<file path="src/rtl/wb_regfile_if.sv">
// ----------------------------------------------------------------------------
// wb_regfile_if
//   Bundles the MEM/WB -> write-back signals with the ID-stage read ports and
//   the forwarding/perf outputs of the write-back register file.
//
//   Parameters
//     DATA_W  register/data width in bits
//     ADDR_W  register index width (2**ADDR_W registers)
//     CNT_W   width of the commit counter wbCount
//
//   Signals (direction as seen by the register file, modport slave)
//     WB_EN       in   write-back enable from the MEM/WB register
//     MEM_R_EN    in   1: write back memReadVal, 0: write back ALURes
//     dest        in   destination register index
//     ALURes      in   ALU result
//     memReadVal  in   load data
//     src1, src2  in   read port indices (ID stage)
//     reg1, reg2  out  read port data
//     wbValue     out  selected write-back value (forwarding unit)
//     wbCount     out  committed writes since reset
//
//   Modports: slave = register file, master = pipeline / testbench driver.
// ----------------------------------------------------------------------------
interface wb_regfile_if #(
    parameter int DATA_W = 32,
    parameter int ADDR_W = 5,
    parameter int CNT_W  = 32
);
    logic              WB_EN;
    logic              MEM_R_EN;
    logic [ADDR_W-1:0] dest;
    logic [DATA_W-1:0] ALURes;
    logic [DATA_W-1:0] memReadVal;
    logic [ADDR_W-1:0] src1;
    logic [ADDR_W-1:0] src2;
    logic [DATA_W-1:0] reg1;
    logic [DATA_W-1:0] reg2;
    logic [DATA_W-1:0] wbValue;
    logic [CNT_W-1:0]  wbCount;

    modport slave (
        input  WB_EN, MEM_R_EN, dest, ALURes, memReadVal, src1, src2,
        output reg1, reg2, wbValue, wbCount
    );

    modport master (
        output WB_EN, MEM_R_EN, dest, ALURes, memReadVal, src1, src2,
        input  reg1, reg2, wbValue, wbCount
    );
endinterface

</file>
<file path="src/rtl/wb_regfile.sv">
// ----------------------------------------------------------------------------
// wb_regfile
//   Write-back stage and architectural register file. Selects the write-back
//   value (load data or ALU result), commits it to the register file, provides
//   two combinational read ports to the ID stage, exports the selected value
//   to the forwarding unit and counts committed write-backs.
//
//   Register 0 is hardwired to zero: writes to it are dropped (and not
//   counted), reads of it return zero.
//
//   Ports
//     clk   in  rising-edge clock
//     rstn  in  asynchronous active-low reset; clears all registers and the
//               commit counter immediately and blocks commits while low
//     bus   wb_regfile_if.slave (see rtl/wb_regfile_if.sv for the signals)
//
//   Build option
//     RF_BYPASS_EN  when defined, a read whose index matches the register
//                   being committed this cycle returns wbValue in the same
//                   cycle (write-through). When undefined, reads always show
//                   the stored value. Register state and wbCount are identical
//                   in both builds.
// ----------------------------------------------------------------------------
module wb_regfile #(
    parameter int DATA_W = 32,
    parameter int ADDR_W = 5,
    parameter int CNT_W  = 32
) (
    input  logic         clk,
    input  logic         rstn,
    wb_regfile_if.slave  bus
);

    localparam int unsigned NREGS = 2 ** ADDR_W;

    logic [DATA_W-1:0] regs [NREGS];
    logic [CNT_W-1:0]  cnt_q;
    logic [DATA_W-1:0] wb_value;
    logic              commit;

    // Write-back value selection; independent of WB_EN and of reset.
    always_comb begin
        wb_value = bus.MEM_R_EN ? bus.memReadVal : bus.ALURes;
    end

    // Gating with rstn keeps the same-cycle bypass from leaking a value onto
    // the read ports while the file is held in reset.
    always_comb begin
        commit = bus.WB_EN && (bus.dest != '0) && rstn;
    end

    always_ff @(posedge clk or negedge rstn) begin
        if (!rstn) begin
            for (int unsigned i = 0; i < NREGS; i++) begin
                regs[i] <= '0;
            end
            cnt_q <= '0;
        end else if (commit) begin
            regs[bus.dest] <= wb_value;
            cnt_q          <= cnt_q + CNT_W'(1);
        end
    end

    // Read ports. Index 0 yields zero without relying on regs[0]; since commit
    // is never set for dest 0, the bypass can never override that.
    always_comb begin
        bus.reg1 = (bus.src1 == '0) ? '0 : regs[bus.src1];
        bus.reg2 = (bus.src2 == '0) ? '0 : regs[bus.src2];
`ifdef RF_BYPASS_EN
        if (commit && (bus.src1 == bus.dest)) begin
            bus.reg1 = wb_value;
        end
        if (commit && (bus.src2 == bus.dest)) begin
            bus.reg2 = wb_value;
        end
`endif
    end

    always_comb begin
        bus.wbValue = wb_value;
        bus.wbCount = cnt_q;
    end

endmodule

</file>
<file path="src/flat_wrapper.sv">
// flat-port wrapper written by rule: the top's interface ports become plain ports
module wb_regfile_flat 
#(
    parameter int DATA_W = 32,
    parameter int ADDR_W = 5,
    parameter int CNT_W  = 32
)
  (clk, rstn, bus_WB_EN, bus_MEM_R_EN, bus_dest, bus_ALURes, bus_memReadVal, bus_src1, bus_src2, bus_reg1, bus_reg2, bus_wbValue, bus_wbCount);
  wb_regfile_if #(.DATA_W(DATA_W), .ADDR_W(ADDR_W), .CNT_W(CNT_W)) bus_i ();
  input  logic clk;
  input  logic rstn;
  input wire logic [$bits(bus_i.WB_EN)-1:0] bus_WB_EN;
  input wire logic [$bits(bus_i.MEM_R_EN)-1:0] bus_MEM_R_EN;
  input wire logic [$bits(bus_i.dest)-1:0] bus_dest;
  input wire logic [$bits(bus_i.ALURes)-1:0] bus_ALURes;
  input wire logic [$bits(bus_i.memReadVal)-1:0] bus_memReadVal;
  input wire logic [$bits(bus_i.src1)-1:0] bus_src1;
  input wire logic [$bits(bus_i.src2)-1:0] bus_src2;
  output wire logic [$bits(bus_i.reg1)-1:0] bus_reg1;
  output wire logic [$bits(bus_i.reg2)-1:0] bus_reg2;
  output wire logic [$bits(bus_i.wbValue)-1:0] bus_wbValue;
  output wire logic [$bits(bus_i.wbCount)-1:0] bus_wbCount;
  assign bus_i.WB_EN = bus_WB_EN;
  assign bus_i.MEM_R_EN = bus_MEM_R_EN;
  assign bus_i.dest = bus_dest;
  assign bus_i.ALURes = bus_ALURes;
  assign bus_i.memReadVal = bus_memReadVal;
  assign bus_i.src1 = bus_src1;
  assign bus_i.src2 = bus_src2;
  assign bus_reg1 = bus_i.reg1;
  assign bus_reg2 = bus_i.reg2;
  assign bus_wbValue = bus_i.wbValue;
  assign bus_wbCount = bus_i.wbCount;
  wb_regfile #(.DATA_W(DATA_W), .ADDR_W(ADDR_W), .CNT_W(CNT_W)) u_core (.clk(clk), .rstn(rstn), .bus(bus_i));
endmodule
</file>
<file path="config.mk">
export PLATFORM = sky130hd
export DESIGN_NAME = wb_regfile_flat
export DESIGN_NICKNAME = d
export VERILOG_FILES = /design/src/rtl/wb_regfile_if.sv /design/src/rtl/wb_regfile.sv /design/src/flat_wrapper.sv
export SDC_FILE = /design/constraint.sdc
export NUM_CORES = 2
export LEC_CHECK = 0
export CORE_ASPECT_RATIO = 1.2
export CORE_MARGIN = 2
export CORE_UTILIZATION = 30
export DETAILED_ROUTE_END_ITERATION = 8
export MAX_ROUTING_LAYER = met4
export SKIP_CTS_REPAIR_TIMING = 1
export SLEW_MARGIN = 30
export SYNTH_ARGS = -nofsm -noshare
export SYNTH_HDL_FRONTEND = slang
export SYNTH_SLANG_ARGS = --single-unit
</file>
<file path="constraint.sdc">
create_clock -name clk -period 2.89 [get_ports clk]
set_clock_uncertainty 0.05 [all_clocks]
set_input_delay 0.289 -clock clk [delete_from_list [all_inputs] [get_ports clk]]
set_output_delay 0.289 -clock clk [all_outputs]
set_load 0.02 [all_outputs]
</file>
==> flow_metrics.tcl <==
set metrics [dict create \
    stdcell_count 7583 \
    ys.flop_type "dfrtp_1" \
    setup-violations-final 1 \
    power_switching_uw 13060 \
    r2r_end "u_core.bus.wbCount[27]$_DFFE_PN0P_" \
    grt_pass1_wl_mm 290.1 \
    htreeDepth 3 \
    regArea_mm2 0.02643 \
    synth.area.top_cells "dfrtp_1 (49%), mux4_2 (19%), a21oi_1 (7.3%), nor2_1 (5.6%), mux2i_1 (2.9%)" \
    finalNetCount 5148 \
    dp_hpwl_mm 129.3 \
    setup-tns-final_ns -0.05355 \
    grt_antenna_before_repair 6 \
    clockBufferDepth 3 \
    violations "hold timing, setup timing" \
    r2r_slack_ns 1.07 \
    clockRootBuffer "clkbuf_16" \
    dieArea_mm2 0.1850 \
    period_share_pct 101.9 \
    ys_async_sr_fraction_pct 100.0 \
    fillCellCount 17540 \
    grt_max_degree 138 \
    die_y_um 470.8 \
    yosysWarnings 0 \
    crit_type "flop to output pin" \
    post-route-drc-count 0 \
    crit_top_cell "buf_4" \
    slowest_delay_ns 0.69 \
    ant_nets 0 \
    start_util_pct 30.14 \
    peakVddDrop_mv 0.5115 \
    drv_cap 0 \
    synth_cell_type_count 44 \
    path_buf_inv 2 \
    cts_buffers 110 \
    yosysSeqAreaShare_pct 48.50 \
    fin_crit_ns 2.944 \
    cpMaxStageDelayCell "a311oi_1" \
    first_iter_violations 4335 \
    postPlaceCellArea_mm2 0.06175 \
    whs_ns -0.01146 \
    grt_pass1_vias 42350 \
    post-place-ws_ns -0.2054 \
    tightestPinTransition_ns 0.8704 \
    cp_top_family "compound AO/OA/AOI/OAI gates" \
    multiInputGateArea_mm2 0.02654 \
    combPwrFrac_pct 21.8 \
    finalMaxSlewViolations 0 \
    status "complete, but fails checks" \
    worstSetupEndpointType "output pin" \
    first_pass_iters 5 \
    synth_top_area_cell "dfrtp_1" \
    grt_overflow 0 \
    die_width_um 393.0 \
    row_count 171 \
    syn_area_mm2 0.05448 \
    hold_violations 4 \
    reg2reg_from "u_core.bus.wbCount[7]$_DFFE_PN0P_" \
    grt_util_all_layers_pct 21.82 \
    syn2layout_area_growth_pct 21.10 \
    port_buffers 210 \
    rsz0062_at_grt "true" \
    finalWirelength_mm 197.9 \
    hold_class "primary input to asynchronous set/reset pin" \
    synth_top_area_share_pct 48.50 \
    avgRoutedWirePerCell_um 26.09 \
    vias 42290 \
    cts_tree "yes" \
    io_pins 211 \
    reg2reg_depth 4 \
    fin_ws_ns -0.05355 \
    relSlewSlack_pct 41.98 \
    cts.sinks 1056 \
    crit_fanout 3 \
    drive_above_1_share_pct 24.46 \
    clock_latency_ns 0.74 \
    crit_required_ns 2.55 \
    critPathLaunchType "flop" \
    final_cell_area_mm2 0.06598 \
    cp_cell_sequence "mux4_2, o2111ai_1, a311oi_1, buf_4, buf_4" \
    synthCells 4948 \
    synth_fp_nets 5032 \
    coreArea_mm2 0.1808 \
    ys_ff_latch 1056 \
    synth_edf_count 0 \
    intPower_uw 30980 \
    place_congestion 0.8864 \
    path_clk_slew_ns 0.06 \
    dp.cells 7373 \
    vias_per_cell 5.577 \
    switching_share_pct 29.65 \
    avgSynthCellArea_um2 11.01 \
    max_freq_mhz 339.7 \
    clock_power_share_pct 33.9 \
    seqPwrFrac_pct 44.3 \
    leakage_uw 0.02764 \
    cellPowerDensity_mw_per_mm2 667.5 \
    arrival_ns 2.60 \
]
==> how the worst max path moves through the flow <==
stage          depth (start not counted)                          from  slack (ns)           end
2_1_floorplan                          7                   bus_src1[1]        0.52  bus_reg1[14]
3_3_place_gp                           9                   bus_src1[2]       -0.23  bus_reg1[22]
3_5_place_dp                           9                   bus_src1[1]       -0.21  bus_reg1[24]
4_1_cts                                6  u_core.regs[296]$_DFFE_PN0P_       -0.33   bus_reg1[8]
5_1_grt                                6  u_core.regs[662]$_DFFE_PN0P_       -0.08  bus_reg1[22]
6_report                               5   u_core.regs[29]$_DFFE_PN0P_       -0.05  bus_reg1[29]
==> kinds of logic after synthesis <==
group | Yosys count | synth area share, %
buffers and inverters | 579 | 4.448
AOI/OAI and AO/OA | 1332 | 13.75
adders and majority gates | 1 | 0.02296
xor gates and xnor gates | 31 | 0.4983
and+or+nand+nor | 1276 | 9.972
muxes | 673 | 22.80
DFF | 1056 | 48.50
==> area by class of cell <==
class,instances,area share (%)
Clock buffer,167,4.999
Clock inverter,37,0.7358
Antenna cell,5,0.01896
Inverter,38,0.2238
Tap cell,2422,4.593
Multi-Input combinational cell,3313,40.22
Sequential cell,1056,40.05
Timing Repair Buffer,545,9.152
==> metrics by stage <==
stage / power [µW] / util (%)
after floorplan: 25350 / -
after global placement: 28700 / 34.15
after detailed placement: 29090 / 34.16
after CTS: 44090 / 36.25
after global routing: 46030 / 36.49
final: 44040 / 36.49
==> power by group through the flow <==
stage                     Clock [µW]  Sequential, µW  Combinational [µW]
after floorplan                    0           19000                6330
after global placement             0           19500                9220
after detailed placement           0           19700                9420
after CTS                      15200           19400                9470
after global routing           15800           19800               10500
final                          14900           19500                9600
==> cells in the final DEF (no fill, tap or decap), types with 11 or more instances in the layout <==
| cell | instances |
|---|---|
| clkbuf_1 | 25 |
| o21ai_1 | 77 |
| a311oi_2 | 18 |
| clkdlybuf4s50_1 | 134 |
| xnor2_1 | 13 |
| clkinv_2 | 17 |
| nor2_1 | 802 |
| mux2i_1 | 128 |
| a311oi_1 | 44 |
| mux4_2 | 448 |
| mux2_2 | 64 |
| xor2_1 | 18 |
| buf_12 | 125 |
| a22oi_1 | 58 |
| o2111ai_1 | 44 |
| o21ai_0 | 185 |
| a221oi_1 | 14 |
| dfrtp_1 | 1056 |
| a211oi_1 | 31 |
| nor2b_1 | 66 |
| clkbuf_16 | 111 |
| buf_4 | 271 |
| nand4_1 | 11 |
| nand2_1 | 298 |
| a21oi_1 | 800 |
| a211oi_2 | 33 |
| mux2i_4 | 25 |
| nor3_4 | 25 |
| clkbuf_8 | 31 |
| inv_1 | 36 |
==> cells in the mapped netlist (7+ instances only) <==
cell / number
nand3_1: 9
buf_2: 161
clkbuf_1: 356
nor3_2: 8
mux4_2: 448
nor3_1: 9
nor3_4: 17
inv_1: 38
o2111ai_1: 48
xnor2_1: 13
a221oi_1: 16
and3_1: 7
nor2_1: 808
o21ai_0: 222
a22oi_1: 64
a21oi_1: 800
buf_4: 13
a211oi_1: 64
xor2_1: 18
nand4_1: 11
buf_1: 11
a311oi_1: 64
dfrtp_1: 1056
nor4_1: 10
mux2i_1: 160
nand2_1: 298
mux2_2: 65
o21ai_1: 50
nor2b_1: 68
==> flip-flops by register name, indices dropped and copies added, names as in the netlist <==
| signal | count |
|---|---|
| u_core.regs | 1024 |
| u_core.bus.wbCount | 32 |
==> per-layer routing <==
metal	share of wire (%)	vias to the layer above	GRT usage, %
met2	46	1922	33.04
met3	8.7	428	4.942
met4	4.5	0	9.584
met5	0	-	-
met1	41	21730	27.94
li1	-	18220	-
Power figures use the tool's default switching activity.
